==> config.mk <==
export PLATFORM = sky130hd
export DESIGN_NAME = convolutor_z_reader
export DESIGN_NICKNAME = d
export VERILOG_FILES = /design/src/rtl/convolutor_z_reader.sv
export SDC_FILE = /design/constraint.sdc
export NUM_CORES = 1
export LEC_CHECK = 0
export CORE_MARGIN = 3
export CORE_UTILIZATION = 50
export CTS_BUF_LIST = sky130_fd_sc_hd__clkbuf_16
export CTS_CLUSTER_SIZE = 25
export DETAILED_ROUTE_END_ITERATION = 6
export MAX_ROUTING_LAYER = met4
export PLACE_DENSITY = 0.75
export SYNTH_ARGS = -nofsm -noshare
export SYNTH_HDL_FRONTEND = slang
export SYNTH_SLANG_ARGS = --single-unit
==> constraint.sdc <==
create_clock -name clk -period 2.6 [get_ports clk]
set_input_delay 0.39 -clock clk [delete_from_list [all_inputs] [get_ports clk]]
set_output_delay 0.39 -clock clk [all_outputs]
set_load 0.02 [all_outputs]
==> src/rtl/convolutor_z_reader.sv <==
// Z RAM read-out engine: walks addresses 0..N-1 through the synchronous read port and
// streams each word on a valid/ready interface, with a 2-entry buffer covering read latency.
//
// state  | meaning
// S_IDLE | waiting for start_i; count_i latched on start
// S_RUN  | issuing reads and streaming beats until N beats accepted
// S_DONE | one-cycle done_o pulse, start_i ignored
module convolutor_z_reader #(
  parameter int DATA_WIDTH = 16,
  parameter int ADDR_WIDTH = 6
) (
  input  logic                  clk,
  input  logic                  rst_n,
  input  logic                  start_i,
  input  logic [ADDR_WIDTH:0]   count_i,
  output logic [ADDR_WIDTH-1:0] mem_addr_o,
  input  logic [DATA_WIDTH-1:0] mem_data_i,
  output logic [DATA_WIDTH-1:0] m_data_o,
  output logic                  m_valid_o,
  input  logic                  m_ready_i,
  output logic                  m_last_o,
  output logic                  busy_o,
  output logic                  done_o
);

  localparam int CW = ADDR_WIDTH + 1;
  localparam logic [CW-1:0] CNT_ONE = CW'(1);

  typedef enum logic [1:0] {
    S_IDLE,
    S_RUN,
    S_DONE
  } state_t;

  state_t state_q, state_d;

  logic [CW-1:0]         n_q;
  logic [CW-1:0]         issued_q;
  logic [CW-1:0]         accepted_q;
  logic [ADDR_WIDTH-1:0] addr_q;
  logic                  inflight_q;

  logic [DATA_WIDTH-1:0] buf_q [2];
  logic                  rd_ptr_q;
  logic                  wr_ptr_q;
  logic [1:0]            buf_count_q;

  logic start_accept;
  logic push;
  logic pop;
  logic issue;
  logic last_accept;
  logic room;

  assign start_accept = (state_q == S_IDLE) && start_i;
  assign push         = inflight_q;
  assign pop          = m_valid_o && m_ready_i;
  assign room         = ({1'b0, buf_count_q} + {2'b00, inflight_q}) < 3'd2;
  // A beat leaving this cycle frees a slot, so a full buffer can still issue.
  assign issue        = (state_q == S_RUN) && (issued_q < n_q) && (room || pop);
  assign last_accept  = (state_q == S_RUN) && pop && (accepted_q == n_q - CNT_ONE);

  assign mem_addr_o = addr_q;
  assign m_valid_o  = (buf_count_q != 2'd0);
  assign m_data_o   = m_valid_o ? buf_q[rd_ptr_q] : '0;
  assign m_last_o   = m_valid_o && (accepted_q == n_q - CNT_ONE);
  assign busy_o     = (state_q == S_RUN);
  assign done_o     = (state_q == S_DONE);

  always_ff @(posedge clk or negedge rst_n) begin
    if (!rst_n) begin
      state_q <= S_IDLE;
    end else begin
      state_q <= state_d;
    end
  end

  always_comb begin
    state_d = state_q;
    case (state_q)
      S_IDLE: begin
        if (start_i) begin
          state_d = (count_i == '0) ? S_DONE : S_RUN;
        end
      end
      S_RUN: begin
        if (last_accept) begin
          state_d = S_DONE;
        end
      end
      S_DONE:  state_d = S_IDLE;
      default: state_d = S_IDLE;
    endcase
  end

  always_ff @(posedge clk or negedge rst_n) begin
    if (!rst_n) begin
      n_q        <= '0;
      issued_q   <= '0;
      accepted_q <= '0;
      addr_q     <= '0;
      inflight_q <= 1'b0;
    end else if (start_accept) begin
      n_q        <= count_i;
      issued_q   <= '0;
      accepted_q <= '0;
      addr_q     <= '0;
      inflight_q <= 1'b0;
    end else begin
      inflight_q <= issue;
      if (issue) begin
        issued_q <= issued_q + CNT_ONE;
        // Hold the address on the final read so a full 64-word pass never wraps to 0.
        if (issued_q != n_q - CNT_ONE) begin
          addr_q <= addr_q + ADDR_WIDTH'(1);
        end
      end
      if (pop) begin
        accepted_q <= accepted_q + CNT_ONE;
      end
    end
  end

  always_ff @(posedge clk or negedge rst_n) begin
    if (!rst_n) begin
      buf_q[0]    <= '0;
      buf_q[1]    <= '0;
      rd_ptr_q    <= 1'b0;
      wr_ptr_q    <= 1'b0;
      buf_count_q <= 2'd0;
    end else begin
      if (push) begin
        buf_q[wr_ptr_q] <= mem_data_i;
        wr_ptr_q        <= ~wr_ptr_q;
      end
      if (pop) begin
        rd_ptr_q <= ~rd_ptr_q;
      end
      case ({push, pop})
        2'b10:   buf_count_q <= buf_count_q + 2'd1;
        2'b01:   buf_count_q <= buf_count_q - 2'd1;
        default: buf_count_q <= buf_count_q;
      endcase
    end
  end

  buf_no_overflow: assert property (@(posedge clk) disable iff (!rst_n)
    !(push && !pop && (buf_count_q == 2'd2)));

endmodule

# Word-level counts from Yosys, hierarchy flattened
# Cells that the tools add are included.
dict set report word_totals {
  input_bits 27
  register_bits 66
}
dict set report classes {
  bitwise_logic 4
  mux 20
  n_addsub 7
  n_reduce_logical 18
  eq_ne 8
  magnitude_cmp 5
}
# operator n
set ops {}
lappend ops {{16-bit 2-to-1 mux} 5}
lappend ops {{32-bit bitwise mux} 1}
lappend ops {{7-bit 2-to-1 mux} 4}
lappend ops {{6-bit 2-to-1 mux} 3}
lappend ops {{16-bit demux with 1-bit select} 1}
lappend ops {{7-bit by 1-bit adder with 7-bit output (second input constant)} 2}
lappend ops {{2-bit nonzero test} 5}
lappend ops {{1-bit logical AND} 8}
lappend ops {{2-bit one-hot mux with 2 select lines} 2}
lappend ops {{7-bit equality test} 1}
lappend ops {{7-bit zero test} 1}
lappend ops {{7-bit < comparator} 1}
lappend ops {{7-bit != test} 1}
lappend ops {{7-bit by 1-bit subtractor with 7-bit output (second input constant)} 1}
lappend ops {{6-bit by 1-bit adder with 6-bit output (second input constant)} 1}
lappend ops {{2-bit 2-to-1 mux} 3}
lappend ops {{2-bit by 1-bit equality test with 1-bit output (second input constant)} 2}
lappend ops {{2-bit equality test (second input constant)} 2}
lappend ops {{2-bit greater-or-equal comparator (second input constant)} 2}
lappend ops {{1-bit inverter with 2-bit output} 2}
lappend ops {{2-bit AND reduction} 2}
lappend ops {{2-bit by 1-bit adder with 3-bit output} 1}
lappend ops {{3-bit by 2-bit < comparator with 1-bit output (second input constant)} 1}
lappend ops {{2-bit by 1-bit adder with 2-bit output (second input constant)} 1}
lappend ops {{other kinds (8)} 9}

# Depth between registers and ports, before layout
# Gate-level depths: netlist of the first run.
dict set report logic_depth {
  ltp_word 6
  depth_mapped 9
  depth_no_buf 8
}

# Worst setup path before layout of the first run
# Ideal clock, no wire load.
dict set report synth_path {
  kind {register to output}
  start {register n_q[0]}
  end {output m_last_o}
  stages_incl_launch_ff 9
  setup_slack_ns 0.369
  arrival_time_ns 1.841
  t_required_ns 2.210
  cell_sequence {dfrtp_1 > inv_1 > ha_1 > nor3b_2 > mux2i_1 > mux2i_1 > o22ai_1 > nand4_1 > nor2_1}
}
dict set report synth_via {
  elab_chain_len 3
}
# item line
set synth_lines {}
lappend synth_lines {{from (decl)} 37} ;# logic [CW-1:0] n_q;
lappend synth_lines {{from (signal assigned)} 104} ;# n_q <= count_i;
lappend synth_lines {{7-bit by 1-bit subtractor with 7-bit output} 66} ;# assign m_last_o = m_valid_o && (accepted_q == n_q - CNT_ONE);
lappend synth_lines {{7-bit equality test} 66}
lappend synth_lines {{1-bit logical AND} 66}
lappend synth_lines {{to (decl)} 21} ;# output logic m_last_o,
# Every way passes these cells.

# Final worst setup path of the first run
dict set report layout_path {
  start {register n_q[1]}
  end {output m_last_o}
}
# The elaborated chain is that of the path after synthesis.

==> impl_metrics.toml, run 1 <==
[layout]
seq_area_um2 = 1653
fillers = 484
area_growth_pct = 30.82
utilization_pct = 69.04
drive_gt1_share_pct = 21.21
nets = 430
final_area_um2 = 4509
multi_input_area_um2 = 1732
antenna_cells = 0

[logic_synthesis]
yosysTopAreaCellShare_pct = 47.91
synthSimpleGateAreaFrac_pct = 14.81
synthAdderAreaFrac_pct = 4.356
synth_seq_cells = 66
synth_fp_nets = 357
synth_edf_count = 0
syn-instance-count = 318
ys_top_cells_by_area = "dfrtp_1, mux2_2, mux2i_1"
synth_seq_area_share_pct = 47.91
ys_types = 44
synth_top_family_by_area = "multiplexers"
yosys-top-cells-count = "dfrtp_1, nor2_1, mux2_2"
yosysMostFrequentCell = "dfrtp_1"
ys_warn_count = 0
synth_compound_area_share_pct = 5.880
syn_area_per_cell_um2 = 10.84
yosysTopAreaCell = "dfrtp_1"
synth_area_um2 = 3447
muxShareOfSynthArea_pct = 16.84
synthFlopType = "dfrtp_1"
synth-xor-area-share_pct = 7.768
synthArstFlopShare_pct = 100.0

[route]
vias = 2617
via_per_inst = 5.533
drt_iter0_drc = 142
post_drt_wl_per_cell_um = 16.59
drtPass1Iterations = 4
drt-total-wl_mm = 7.848
drc_errors = 0
antenna_left = 0

[die]
initial_core_util_pct = 52.78
fp.coreArea_um2 = 6531
fp-row-count = 29
die_w_um = 89.03
dieArea_um2 = 7926
dieHeight_um = 89.03
ioPinCount = 53

[flow_run]
drv_cap = 0

[global_route]
grt_start_max_net_pins = 36
grt_overflow_total = 0
antenna_found_initial = 0
grt_pass1_vias = 2639
grt_usage_pct = 22.06
grt_pass1_wl_mm = 12.85

[clocking]
htree_num_levels = 3
clk_pin_slew_worst_paths_ns = 0.06
numCtsBuffers = 9
cts_buffer_depth = 2
insertion_delay_ns = 0.33
cts_tree = "yes"
root_buffer = "clkbuf_16"
cts_sinks = 66

[setup_path]
reg2reg_depth = 10
timing.rr.end = "mem_addr_o[5]$_DFFE_PN0P_"
end_kind = "output pin"
regToRegSetupSlack_ns = 0.28
crit_type = "reg -> out"
required_ns = 2.21
r2r-start = "n_q[2]$_DFFE_PN0P_"
arrival_ns = 2.15
crit_fanout = 2
startpoint_type = "register"

[sta]
fin_crit_ns = 2.536
rsz0062_at_grt = "false"
fin_skew_ns = 0.005219
finalMaxSlewViolations = 0
finalSetupViolCount = 0
relSlewSlack_pct = 50.47
fmax_ghz = 0.3943
hold_ws_ns = 0.1193
worstMarginPinSlew_ns = 0.7430
layout_worst_path_cycle_share_pct = 97.54
hold_viol_final = 0

[hold_path]
holdCritPathClass = "in -> async"

[placement]
portBuffers = 52
finalWeightedCongestion = 0.9220
hpwl_mm = 5.431
place_area_um2 = 4149

[power_and_ir_drop]
power_density_nw_per_um2 = 1451
vdd_drop_max_mv = 0.7711
leakage_uw = 0.001999

[status]
status = "finished clean"
[placed cells by master (no fill, tap or decap), types with 3 or more instances in the layout]
master / Yosys / layout
a21oi_1: 8 / 8
buf_4: 0 / 20
clkbuf_16: 0 / 9
clkdlybuf4s50_1: 0 / 50
dfrtp_1: 66 / 65
ha_1: 12 / 11
inv_1: 9 / 7
inv_2: 2 / 4
mux2_2: 32 / 32
mux2i_1: 22 / 22
nand2_1: 28 / 28
nand3_1: 9 / 9
nand4_1: 5 / 5
nor2_1: 33 / 33
nor3_1: 6 / 6
o211ai_1: 3 / 3
o21ai_0: 12 / 12
or3_1: 3 / 3
xnor2_1: 19 / 18
xor2_1: 9 / 9
[metal layers]
layer / GRT usage [%] / routed length, um / share of wire (%)
met3: 4.793 / 295 / 3.8
met5: - / 0 / 0
met1: 29.33 / 3562 / 45
met2: 33.40 / 3813 / 49
met4: 8.119 / 177 / 2.3
[worst max-delay path, stage by stage (launching register included)]
cell     delay (ns)
dfrtp_1        0.39
buf_4          0.13
buf_4          0.13
nor2_2         0.12
and4_1         0.28
xnor2_1        0.15
xnor2_1        0.14
nand4_1        0.17
nor2_1         0.15
buf_4          0.16
[report_power, final]
group          switching [uW]  internal (uW)  leakage, uW
combinational            1510           1660      0.00106
sequential                511           1530     0.000778
clock                     475            849     0.000158
total                    2500           4050      0.00200
[worst max-delay path by stage]
stage                  startpoint  endpoint  slack (ns)  cells after the start
6_report       n_q[1]$_DFFE_PN0P_  m_last_o        0.06                      9
5_1_grt        n_q[0]$_DFFE_PN0P_  m_last_o        0.01                     10
4_1_cts        n_q[0]$_DFFE_PN0P_  m_last_o        0.03                     10
3_5_place_dp   n_q[0]$_DFFE_PN0P_  m_last_o       -0.13                     10
3_3_place_gp   n_q[0]$_DFFE_PN0P_  m_last_o      -0.001                     10
2_1_floorplan  n_q[0]$_DFFE_PN0P_  m_last_o        0.37                      8
[flip-flops by register name, indices dropped and copies added (netlist names)]
register,count
mem_addr_o,6
state_q,2
buf_q,32
buf_count_q,2
rd_ptr_q,1
accepted_q,7
wr_ptr_q,1
issued_q,7
n_q,7
inflight_q,1
[repair_timing]
action                                  4_1_cts  5_1_grt
resized for setup                             6        5
endpoints found under the setup margin       17        1
pin swaps                                     1        3
gates cloned                                  0        0
setup buffers                                 0        2
hold buffers                                  0        0
[layout make-up]
class / count / area share [%]
Inverter: 12 / 1.027
Clock buffer: 9 / 4.994
Timing Repair Buffer: 71 / 14.54
Sequential cell: 66 / 36.65
Clock inverter: 7 / 2.248
Multi-Input combinational cell: 231 / 38.40
Tap cell: 77 / 2.137
[logic make-up after synthesis]
family	Yosys count
xor+xnor	29
flops	66
fa+ha+maj	12
simple gates	102
compound gates	34
mux	54
buf+inv	21
[stage by stage]
stage / cells / TNS (ns) / total power [uW] / setup WS [ns]
floorplan: 318 / 0 / 4026 / 0.3695
global placement: 455 / -0.001019 / 5052 / -0.001019
detailed placement: 455 / -0.1324 / 5164 / -0.1324
CTS: 471 / 0 / 6537 / 0.02847
global route: 473 / 0 / 7005 / 0.01429
finish: 473 / 0 / 6543 / 0.06404
No activity file was read; power rests on OpenSTA's default activity.
==> inputs of run 2 (changes only) <==
CORE_UTILIZATION = 54   (was 50)
PLACE_DENSITY = 0.8   (was 0.75)
==> run 2 against run 1 <==
Cell count down 1.5%. Sequential share of layout area up 0.66 points. Utilization grew 4.0 points. Worst setup slack better by 0.037 ns. Global-route usage increased by 2.4 points. Via count decreased by 0.27%. Die area down 6.9%. Flip-flop and latch count stayed put. Hold slack gained 0.027 ns. Total power fell by 3.6%. Clock skew grew 0.0026 ns.
==> impl_metrics.toml, run 2 (synthesized netlist as in run 1, its figures left out) <==
[route]
antenna_left = 0
drc_errors = 0
drtPass1Iterations = 4
via_per_inst = 5.601
drt_iter0_drc = 156
vias = 2610
drt-total-wl_mm = 7.937
post_drt_wl_per_cell_um = 17.03

[clocking]
hold_buffers = 0
htree_num_levels = 3
clk_pin_slew_worst_paths_ns = 0.06
cts_sinks = 66
numCtsBuffers = 9
cts_setup_buffers = 0
insertion_delay_ns = 0.33
cts_tree = "yes"
root_buffer = "clkbuf_16"
cts_buffer_depth = 2

[placement]
finalWeightedCongestion = 0.8808
dp.cells = 450
place_area_um2 = 4136
portBuffers = 52
hpwl_mm = 5.585

[setup_path]
required_ns = 2.21
arrival_ns = 2.11
cp_slowest_stage_delay_ns = 0.39
crit_type = "reg -> out"
slowest_stage = "dfrtp_1"
end_kind = "output pin"
startpoint_type = "register"
crit_fanout = 4
crit_chain = "inv_2, ha_4, nor3b_2, buf_4, mux2i_1, mux2i_1, o22ai_1, nand4_1, nor2_1, buf_4"

[global_route]
antenna_found_initial = 0
grt_overflow_total = 0
grt_pass1_vias = 2750
grt_usage_pct = 24.41
grt_start_max_net_pins = 35
grt_pass1_wl_mm = 13.42

[sta]
layout_worst_path_cycle_share_pct = 96.13
fin_skew_ns = 0.007806
rsz0062_at_grt = "true"
fmax_ghz = 0.4001
finalMaxSlewViolations = 0
setup_tns_ns = 0
finalSetupViolCount = 0
hold_viol_final = 0
relSlewSlack_pct = 47.39
worstMarginPinSlew_ns = 0.7892
fin_crit_ns = 2.499

[die]
initial_core_util_pct = 56.87
dieArea_um2 = 7378
ioPinCount = 53
die_w_um = 85.90
fp.coreArea_um2 = 6061
dieHeight_um = 85.90
fp-row-count = 28

[power_and_ir_drop]
leakage_uw = 0.001955
p_switching_uw = 2483
internal_power_uw = 3825
power_density_nw_per_um2 = 1424
seq_power_share_pct = 32.5
swShare_pct = 39.36
p_comb_share_pct = 50.2
pwr-share-clk_pct = 17.3
vdd_drop_max_mv = 0.7599

[status]
status = "finished clean"

[layout]
utilization_pct = 73.08
final_cell_mix = "dfrtp_1, clkdlybuf4s50_1, nor2_1, mux2_2, nand2_1"
fin_cells = 466
regMostFlops = "buf_q"
largest_register_ffs = 32
fillers = 426
layout_commonest_cell = "dfrtp_1"
nets = 425
drive_gt1_share_pct = 20.20
antenna_cells = 0
final_area_um2 = 4429
area_growth_pct = 28.49

[flow_run]
drv_cap = 0

[hold_path]
holdCritPathClass = "in -> async"
-- run 2: worst paths after layout --
kind                                      startpoint                         to  slack (ns)  cells past startpoint
worst max-delay path              n_q[1]$_DFFE_PN0P_                   m_last_o        0.10                     10
worst min-delay path                           rst_n       buf_q[8]$_DFFE_PN0P_        0.15                      1
worst max register to register    n_q[3]$_DFFE_PN0P_  mem_addr_o[5]$_DFFE_PN0P_        0.29                      8
worst min register to register  buf_q[1]$_DFFE_PN0P_       buf_q[1]$_DFFE_PN0P_        0.50                      1
max in group asynchronous                      rst_n       rd_ptr_q$_DFFE_PN0P_        1.80                      2
min in group clk                buf_q[1]$_DFFE_PN0P_       buf_q[1]$_DFFE_PN0P_        0.50                      1
-- run 2: power groups by stage --
stage | combinational, uW | sequential [uW] | clock [uW]
after floorplan | 2100 | 1930 | 0
after global placement | 3020 | 2020 | 0
after detailed placement | 3120 | 2050 | 0
after CTS | 3150 | 2040 | 1110
after global routing | 3470 | 2150 | 1160
final | 3170 | 2050 | 1090
-- run 2: timing repair --
action / 4_1_cts / 5_1_grt
gates resized for setup: 5 / 7
endpoints found under the setup margin: 13 / 3
endpoints found under the hold margin: 0 / 0
pin swaps: 1 / 3
-- run 2: layout make-up --
| cell class | count | area, um^2 | area share (%) |
|---|---|---|---|
| Clock inverter | 7 | 46.29 | 1.045 |
| Clock buffer | 9 | 225.2 | 5.085 |
| Multi-Input combinational cell | 231 | 1734 | 39.15 |
| Sequential cell | 66 | 1653 | 37.32 |
| Timing Repair Buffer | 66 | 630.6 | 14.24 |
| Inverter | 12 | 46.29 | 1.045 |
| Tap cell | 75 | 93.84 | 2.119 |
-- run 2: per-stage QoR --
step / hold WS (ns) / setup WS, ns / total power (uW)
floorplan: 0.09441 / 0.3695 / 4026
global placement: 0.4806 / 0.02966 / 5040
detailed placement: 0.4865 / -0.03013 / 5173
CTS: 0.1681 / 0.05307 / 6297
global route: 0.1847 / -0.07987 / 6780
finish: 0.1459 / 0.1006 / 6309
-- run 2: layer usage --
| layer | GRT usage (%) | part of all wire (%) |
|---|---|---|
| met1 | 30.42 | 43 |
| met2 | 39.80 | 52 |
| met3 | 5.572 | 3.5 |
| met4 | 7.194 | 1.2 |
| met5 | - | 0 |
-- run 2: critical path, delay by kind of cell (launching register included) --
kind	cells	cell delay, ns
AND/OR/NAND/NOR	3	0.46
flip-flops	1	0.39
adder cells (fa/ha/maj)	1	0.13
buffers and inverters	3	0.40
multiplexers	2	0.28
AO/OA/AOI/OAI	1	0.11
==> inputs of run 3 (changes only) <==
CAP_MARGIN = 25   (was not set)
==> results of run 3 <==
No change in the layout: final DEF, timing and power equal those of run 2.
